`src/rtl/comparator_pkg.sv`:
```
// rtl/comparator_pkg.sv - shared word type and carry-lookahead helper for the comparator
package comparator_pkg;

    localparam int XLEN = 64;
    localparam int CLA_W = 4;
    localparam int CLA_GROUPS = XLEN / CLA_W;

    typedef logic [XLEN-1:0] word_t;

    // One 4-bit carry-lookahead group: returns {carry_out, sum[3:0]}.
    // Carries are formed from generate/propagate terms, never from a "+".
    function automatic logic [CLA_W:0] cla4(
        input logic [CLA_W-1:0] x,
        input logic [CLA_W-1:0] y,
        input logic             cin
    );
        logic [CLA_W-1:0] g;
        logic [CLA_W-1:0] p;
        logic [CLA_W-1:0] c;
        logic             cout;
        g    = x & y;
        p    = x ^ y;
        c[0] = cin;
        c[1] = g[0] | (p[0] & cin);
        c[2] = g[1] | (p[1] & g[0]) | (p[1] & p[0] & cin);
        c[3] = g[2] | (p[2] & g[1]) | (p[2] & p[1] & g[0]) | (p[2] & p[1] & p[0] & cin);
        cout = g[3] | (p[3] & g[2]) | (p[3] & p[2] & g[1]) | (p[3] & p[2] & p[1] & g[0])
             | (p[3] & p[2] & p[1] & p[0] & cin);
        return {cout, p ^ c};
    endfunction

endpackage

```
`src/rtl/comparator_adder64b.sv`:
```
// rtl/comparator_adder64b.sv - 64-bit add/subtract built from 16 rippled CLA groups
module adder64b
    import comparator_pkg::*;
(
    input  logic [63:0] a,
    input  logic [63:0] b,
    input  logic        sub,
    output logic [63:0] s,
    output logic        c_o
);

    logic [CLA_W:0]   grp;
    logic [CLA_W-1:0] bx;
    logic             carry;

    // Each group resolves its carries internally; only the group carry-out ripples on.
    always_comb begin
        s     = '0;
        grp   = '0;
        bx    = '0;
        carry = sub;
        for (int i = 0; i < CLA_GROUPS; i++) begin
            bx                   = b[i*CLA_W +: CLA_W] ^ {CLA_W{sub}};
            grp                  = cla4(a[i*CLA_W +: CLA_W], bx, carry);
            s[i*CLA_W +: CLA_W]  = grp[CLA_W-1:0];
            carry                = grp[CLA_W];
        end
        c_o = carry;
    end

endmodule

```
`src/rtl/comparator.sv`:
```
// rtl/comparator.sv - registered 64-bit difference with equal/unsigned/signed less-than flags
module comparator
    import comparator_pkg::*;
(
    input  logic        clk,
    input  logic        reset,
    input  logic        valid_i,
    input  logic [63:0] a,
    input  logic [63:0] b,
    output logic        valid_o,
    output logic [63:0] s,
    output logic        c_o,
    output logic        eq,
    output logic        lu,
    output logic        ls
);

    word_t diff;
    logic  diff_co;
    logic  eq_d;
    logic  lu_d;
    logic  ls_d;

    adder64b u_adder (
        .a   (a),
        .b   (b),
        .sub (1'b1),
        .s   (diff),
        .c_o (diff_co)
    );

    // Flags from the subtraction; when signs differ the difference bit may have
    // overflowed, so the sign of a alone decides the signed ordering.
    always_comb begin
        eq_d = (diff == '0);
        lu_d = ~diff_co;
        ls_d = (a[XLEN-1] != b[XLEN-1]) ? a[XLEN-1] : diff[XLEN-1];
    end

    // Results are captured every edge; valid only tags which ones carry meaning.
    always_ff @(posedge clk) begin
        if (reset) begin
            valid_o <= 1'b0;
            s       <= '0;
            c_o     <= 1'b0;
            eq      <= 1'b0;
            lu      <= 1'b0;
            ls      <= 1'b0;
        end else begin
            valid_o <= valid_i;
            s       <= diff;
            c_o     <= diff_co;
            eq      <= eq_d;
            lu      <= lu_d;
            ls      <= ls_d;
        end
    end

endmodule

```
`config.mk`:
```
export PLATFORM = sky130hd
export DESIGN_NAME = comparator
export DESIGN_NICKNAME = d
export VERILOG_FILES = /design/src/rtl/comparator_pkg.sv /design/src/rtl/comparator_adder64b.sv /design/src/rtl/comparator.sv
export SDC_FILE = /design/constraint.sdc
export NUM_CORES = 1
export LEC_CHECK = 0
export ABC_AREA = 1
export BUFFER_PORTS_ARGS = -buffer_cell sky130_fd_sc_hd__buf_2
export CAP_MARGIN = 40
export CORE_ASPECT_RATIO = 1.75
export CORE_UTILIZATION = 35
export DETAILED_ROUTE_END_ITERATION = 12
export GPL_TIMING_DRIVEN = 0
export HOLD_SLACK_MARGIN = 0.15
export PLACE_DENSITY = 0.59
export SYNTH_ARGS = -nofsm -noshare
export SYNTH_HDL_FRONTEND = slang
export SYNTH_HIERARCHICAL = 1
export SYNTH_SLANG_ARGS = --single-unit
```
`constraint.sdc`:
```
create_clock -name clk -period 4.9 [get_ports clk]
set_clock_uncertainty 0.1 [all_clocks]
set_input_delay 0.245 -clock clk [delete_from_list [all_inputs] [get_ports clk]]
set_output_delay 0.245 -clock clk [all_outputs]
set_load 0.005 [all_outputs]
```
==> flow_summary.toml, run 1 <==
[placement]
place_ws_ns = 0.470
place_area_sq_um = 6680
place_congestion = 0.821
io_buffers = 198
hpwl_microns = 11400

[route]
drtIter0Drc = 82
dr.pass1.iters = 4
vias = 4931
drc = 0
wirelength_microns = 13300
postRouteAntennaNets = 0
routedWlPerCell_microns = 11.6
avgViaCountPerCell = 4.31

[final_layout]
multi_input_area_sq_um = 3370
n_fill_cell = 1637
final_layout_size_suffix_gt1_share_pct = 24.4
regArea_sq_um = 1380
stdcell_area_sq_um = 7020
area.growth.synth_to_final_pct = 28.8
nNetsFinal = 1163

[hold_path]
hold_end = "eq"
worstHoldPathCells = 6
hold_class = "in2reg"
hp-start = "reset"

[setup_path]
worstSetupStartpointType = "input pin"
slowest_delay_ns = 0.57
critPathKind = "in2reg"
endpoint_kind = "flop"
crit_top_cell = "nand2_1"
crit_path_max_fanout = 4
required_ns = 5.07
cp_slowest_cell = "dlygate4sd3_1"
crit_arrival_ns = 4.22

[synth]
synthFlopType = "dfxtp_1"
async_flop_share_pct = 0
yosysTopAreaCellShare_pct = 25.3
yosysUniqueCellTypes = 26
synth-seq-cells = 69
seq_area_frac_synth_pct = 25.3
yosys-top-cells-count = "inv_1, nor2_1, nand2_1"
synth_area_sq_um = 5450
synth_edf_count = 0
syn-num-nets = 951
synth_area_leaders = "dfxtp_1, ha_1, inv_1, xor2_1, nor2_1"
syn_area_per_cell_sq_um = 7.36
synth_warnings = 6
yosysTopAreaCell = "dfxtp_1"
synth_cells = 741
synth_most_common_cell = "inv_1"

[cts]
cts_resized = 0
cts_root_buffer = "clkbuf_16"
cts_sinks = 69
cts_max_level = 3
cts_tree = "done"
cts_setup_buffers = 0
clkTransAtPathRegs_ns = 0.06
clockBufferDepth = 2
ctsHoldBuffers = 3
cts_buffers = 9

[timing]
rsz0062_at_grt = "no"
timing.hold.ws_ns = 0.216
setup_violations = 0
min_period_over_period_pct = 82.7
finalSetupTns_ns = 0
fmax_ghz = 0.247
period_needed_ns = 4.05
hold_viol = 0
setup_ws_ns = 0.845
drv_slew = 0

[run_status]
status = "complete, no violations"

[global_route]
gr-total-overflow = 0
grt_max_degree = 12
grt_pass1_wl_microns = 21100
grt_pass1_vias = 4846
grt_antenna_before_repair = 1
grt.total_usage_pct = 17.2

[power]
power_density_nw_per_um2 = 329
leakagePower_nw = 4.06
vdd_drop_max_v = 0.000187

[floorplan]
pin_count = 200
die_x_microns = 96.3
core_sq_um = 15300
initial_core_util_pct = 35.6
die_y_microns = 167
row_count = 60
fp.dieArea_sq_um = 16100

[job]
drv_cap = 0
[stage by stage]
step	util [%]	total power, mW	cells
finish	45.8	2.31	1145
global route	45.8	2.52	1144
CTS	45.8	2.35	1144
detailed placement	43.6	1.65	1125
global placement	43.6	1.64	1125
floorplan	-	1.36	741
[worst max-delay path, delay by kind of cell]
kind | cells | cell delay (ns)
compound gates | 1 | 0.21
simple gates | 36 | 2.69
fa+ha+maj | 1 | 0.27
xor+xnor | 1 | 0.07
buf+inv | 3 | 0.73
[routing by layer]
layer	vias up	global-route usage [%]	wire, microns
met2	110	35.6	7790
met3	8	2.82	534
met1	2166	16.3	4860
met5	-	0	0
li1	2647	-	-
met4	0	4.80	141
[registers in the layout, indices dropped and copies added (netlist names)]
signal and count:
ls 1, c_o 1, eq 1, valid_o 1
s 64, lu 1
[cell type report]
cell class | instances | share of cell area [%]
inverter | 161 | 8.61
antenna | 1 | 0.0356
multi-input combinational | 495 | 48.0
buffer | 16 | 1.35
clock buffer | 13 | 3.85
clock inverter | 3 | 0.606
timing repair buffer | 201 | 14.5
tap | 186 | 3.31
sequential | 69 | 19.7
[cells in the final DEF, fill, tap and decap left out, types with 2 or more instances in the layout]
| cell | instances |
|---|---|
| a21oi_1 | 55 |
| buf_1 | 3 |
| buf_2 | 202 |
| buf_4 | 2 |
| buf_6 | 3 |
| clkbuf_1 | 5 |
| clkbuf_16 | 9 |
| clkbuf_8 | 3 |
| dfxtp_1 | 69 |
| dlygate4sd3_1 | 3 |
| fa_1 | 15 |
| ha_1 | 64 |
| inv_1 | 160 |
| nand2_1 | 82 |
| nand2_2 | 9 |
| nand3_1 | 13 |
| nand4_1 | 5 |
| nor2_1 | 123 |
| o21ai_0 | 9 |
| o21ai_1 | 4 |
| xnor2_1 | 44 |
| xor2_1 | 66 |
[power breakdown]
group / internal, mW / switching [mW]
logic: 0.412 / 0.526
clock network: 0.435 / 0.243
registers: 0.668 / 0.0276
total: 1.51 / 0.797
[cell families (layout without fill, tap and decap cells)]
family,count (synthesis),in the layout,share of synthesized area (%)
buffers and inverters,177,394,12.8
AO/OA/AOI/OAI,70,70,6.50
flip-flops,69,69,25.3
AND/OR/NAND/NOR,234,234,17.2
XOR/XNOR,110,110,17.7
adder cells (fa/ha/maj),79,79,20.2
multiplexers,1,1,0.184
other,1,2,0.0688
[how the worst max path moves through the flow]
stage | from | endpoint | slack [ns] | cells past startpoint
finish | b[1] | ls | 0.85 | 42
global route | b[0] | ls | 0.36 | 42
CTS | b[1] | ls | 0.78 | 42
detailed placement | b[1] | eq | 0.47 | 43
global placement | b[1] | eq | 0.50 | 43
floorplan | b[0] | eq | 1.37 | 42
Power figures use the tool's default switching activity.
==> run 2: changes to the inputs <==
--- a/config.mk
+++ b/config.mk
@@ -5,7 +5,7 @@
 export SDC_FILE = /design/constraint.sdc
 export NUM_CORES = 1
 export LEC_CHECK = 0
-export ABC_AREA = 1
+export ABC_AREA = 0
 export BUFFER_PORTS_ARGS = -buffer_cell sky130_fd_sc_hd__buf_2
 export CAP_MARGIN = 40
 export CORE_ASPECT_RATIO = 1.75
@@ -13,7 +13,7 @@
 export DETAILED_ROUTE_END_ITERATION = 12
 export GPL_TIMING_DRIVEN = 0
 export HOLD_SLACK_MARGIN = 0.15
-export PLACE_DENSITY = 0.59
+export PLACE_DENSITY = 0.61
 export SYNTH_ARGS = -nofsm -noshare
 export SYNTH_HDL_FRONTEND = slang
 export SYNTH_HIERARCHICAL = 1
==> constraint.sdc (replaced) <==
create_clock -name clk -period 3.3 [get_ports clk]
set_clock_uncertainty 0.1 [all_clocks]
set_input_delay 0.165 -clock clk [delete_from_list [all_inputs] [get_ports clk]]
set_output_delay 0.165 -clock clk [all_outputs]
set_load 0.005 [all_outputs]
==> run 2 against run 1 <==
Global-route usage rose by 2.2 points. Worst setup slack worse by 1.2 ns. Worst hold slack improved by 0.0060 ns. The run now ends with negative setup slack left. Cell count fell by 12%. Non-clock buffer count is 11 higher.
==> flow_summary.toml, run 2 <==
[final_layout]
diodes = 0
largest_register_ffs = 64
largest-register = "s"
utilization_pct = 47.8
stdcell_area_sq_um = 7130
area.growth.synth_to_final_pct = 33.2
final_common_cell = "buf_2"
nNetsFinal = 1035
final_layout_size_suffix_gt1_share_pct = 31.1
most-common-layout-cells = "buf_2, xor2_1, nor2b_1, dfxtp_1"

[synth]
syn-num-nets = 811
syn_area_per_cell_sq_um = 8.91
async_flop_share_pct = 0
synth_area_leaders = "dfxtp_1, ha_1, xor2_1, nor2b_1, xnor2_1"
yosysTopAreaCellShare_pct = 25.8
synth_most_common_cell = "xor2_1"
synth_area_sq_um = 5350
synth_cells = 601
synth_warnings = 6
yosys-top-cells-count = "xor2_1, nor2b_1, dfxtp_1"
yosysTopAreaCell = "dfxtp_1"
synth_edf_count = 0
synthFlopType = "dfxtp_1"
seq_area_frac_synth_pct = 25.8
synth-seq-cells = 69
yosysUniqueCellTypes = 48

[timing]
finalSetupTns_ns = -0.355
hold_viol = 0
max_slew_margin_pct = 64.1
setup_violations = 1
rsz0062_at_grt = "yes"
fmax_ghz = 0.274
max_slew.worst_pin.slew_ns = 0.539
drv_slew = 0
setup_ws_ns = -0.355
min_period_over_period_pct = 111
period_needed_ns = 3.66
timing.hold.ws_ns = 0.222

[hold_path]
hp-start = "reset"
hold_class = "in2reg"

[route]
postRouteAntennaNets = 0
wirelength_microns = 15300
avgViaCountPerCell = 4.74
dr.pass1.iters = 4
drc = 0
drtIter0Drc = 126
vias = 4800
routedWlPerCell_microns = 15.1

[cts]
cts_tree = "done"
cts_buffers = 9
cts_root_buffer = "clkbuf_16"
clkTransAtPathRegs_ns = 0.06
cts_sinks = 69
clockBufferDepth = 2
cts_max_level = 3

[placement]
hpwl_microns = 12700
io_buffers = 199
place_area_sq_um = 6600
place_congestion = 0.842

[floorplan]
fp.dieArea_sq_um = 15800
core_sq_um = 14900
row_count = 59
die_x_microns = 95.5
initial_core_util_pct = 35.9
die_y_microns = 166
pin_count = 200

[run_status]
status = "finished with violations"
violations = "negative setup slack"

[setup_path]
crit_arrival_ns = 3.83
required_ns = 3.47
worstSetupStartpointType = "input pin"
crit_path_max_fanout = 4
endpoint_kind = "flop"
cp-startpoint = "b[18]"
critPathKind = "in2reg"

[power]
vdd_drop_max_v = 0.000231
leakagePower_nw = 3.60
power_density_nw_per_um2 = 496

[global_route]
grt.total_usage_pct = 19.4
grt_pass1_wl_microns = 23100
grt_antenna_before_repair = 0
grt_max_degree = 13
grt_pass1_vias = 4811
gr-total-overflow = 0

[job]
drv_cap = 0
-- run 2: stage by stage --
stage          setup slack (ns)  total power, mW  cells
3_5_place_dp              -1.11             2.47    983
5_1_grt                  -0.603             3.79   1013
2_1_floorplan            -0.211             1.98    601
4_1_cts                  -0.428             3.53   1011
6_report                 -0.355             3.53   1013
3_3_place_gp              -1.11             2.46    983
-- run 2: final timing paths --
check	to	slack (ns)	cells after the start
hold / removal	s[0]	0.22	3
setup / recovery	eq	-0.36	18
-- run 2: cell families (layout without fill, tap and decap cells) --
| kind of cell | count (synthesis) | in the layout | synth area share, % |
|---|---|---|---|
| simple gates | 152 | 152 | 16.5 |
| xor+xnor | 113 | 113 | 18.5 |
| compound gates | 105 | 105 | 12.6 |
| buf+inv | 81 | 310 | 5.75 |
| fa+ha+maj | 79 | 79 | 20.6 |
| flops | 69 | 69 | 25.8 |
| other cells | 1 | 1 | 0.0700 |
| mux | 1 | 1 | 0.187 |
-- run 2: layer usage --
| layer | track usage, % | wire length, microns | vias to the layer above |
|---|---|---|---|
| li1 | - | - | 2468 |
| met5 | 0 | 0 | - |
| met4 | 5.26 | 271 | 0 |
| met2 | 38.7 | 8800 | 126 |
| met1 | 19.8 | 5700 | 2188 |
| met3 | 3.12 | 569 | 18 |
-- run 2: area by class of cell --
cell class | count | area [sq um]
well taps | 183 | 229
plain buffers | 15 | 58.8
clock inverters | 5 | 58.8
clock buffers | 11 | 243
inverters | 66 | 249
fillers | 1484 | 7780
multi-input cells | 451 | 3800
flip-flops and latches | 69 | 1380
repair buffers | 213 | 1110
-- run 2: report_power, final --
part	internal (mW)	total (mW)	switching, mW
sequential	0.993	1.04	0.0426
clock	0.608	0.992	0.384
combinational	0.712	1.51	0.795
-- run 2: worst max-delay path: stages --
cell,delay [ns]
buf_2,0.08
xor2_1,0.06
ha_1,0.35
nand4_1,0.16
nor4_2,0.34
nand2_1,0.16
o311ai_2,0.31
nor3_2,0.09
o31ai_2,0.30
a211oi_2,0.16
o21bai_1,0.22
a21oi_2,0.10
fa_2,0.54
inv_2,0.05
nor4_1,0.16
nand4_1,0.19
nor4_1,0.19
and4_1,0.20
-- run 2: what timing repair did --
action,4_1_cts,5_1_grt
hold buffers,4,0
pin swaps,8,2
setup buffers,8,2
hold endpoints to repair,2,0
resized for setup,11,12
setup endpoints to repair,4,4
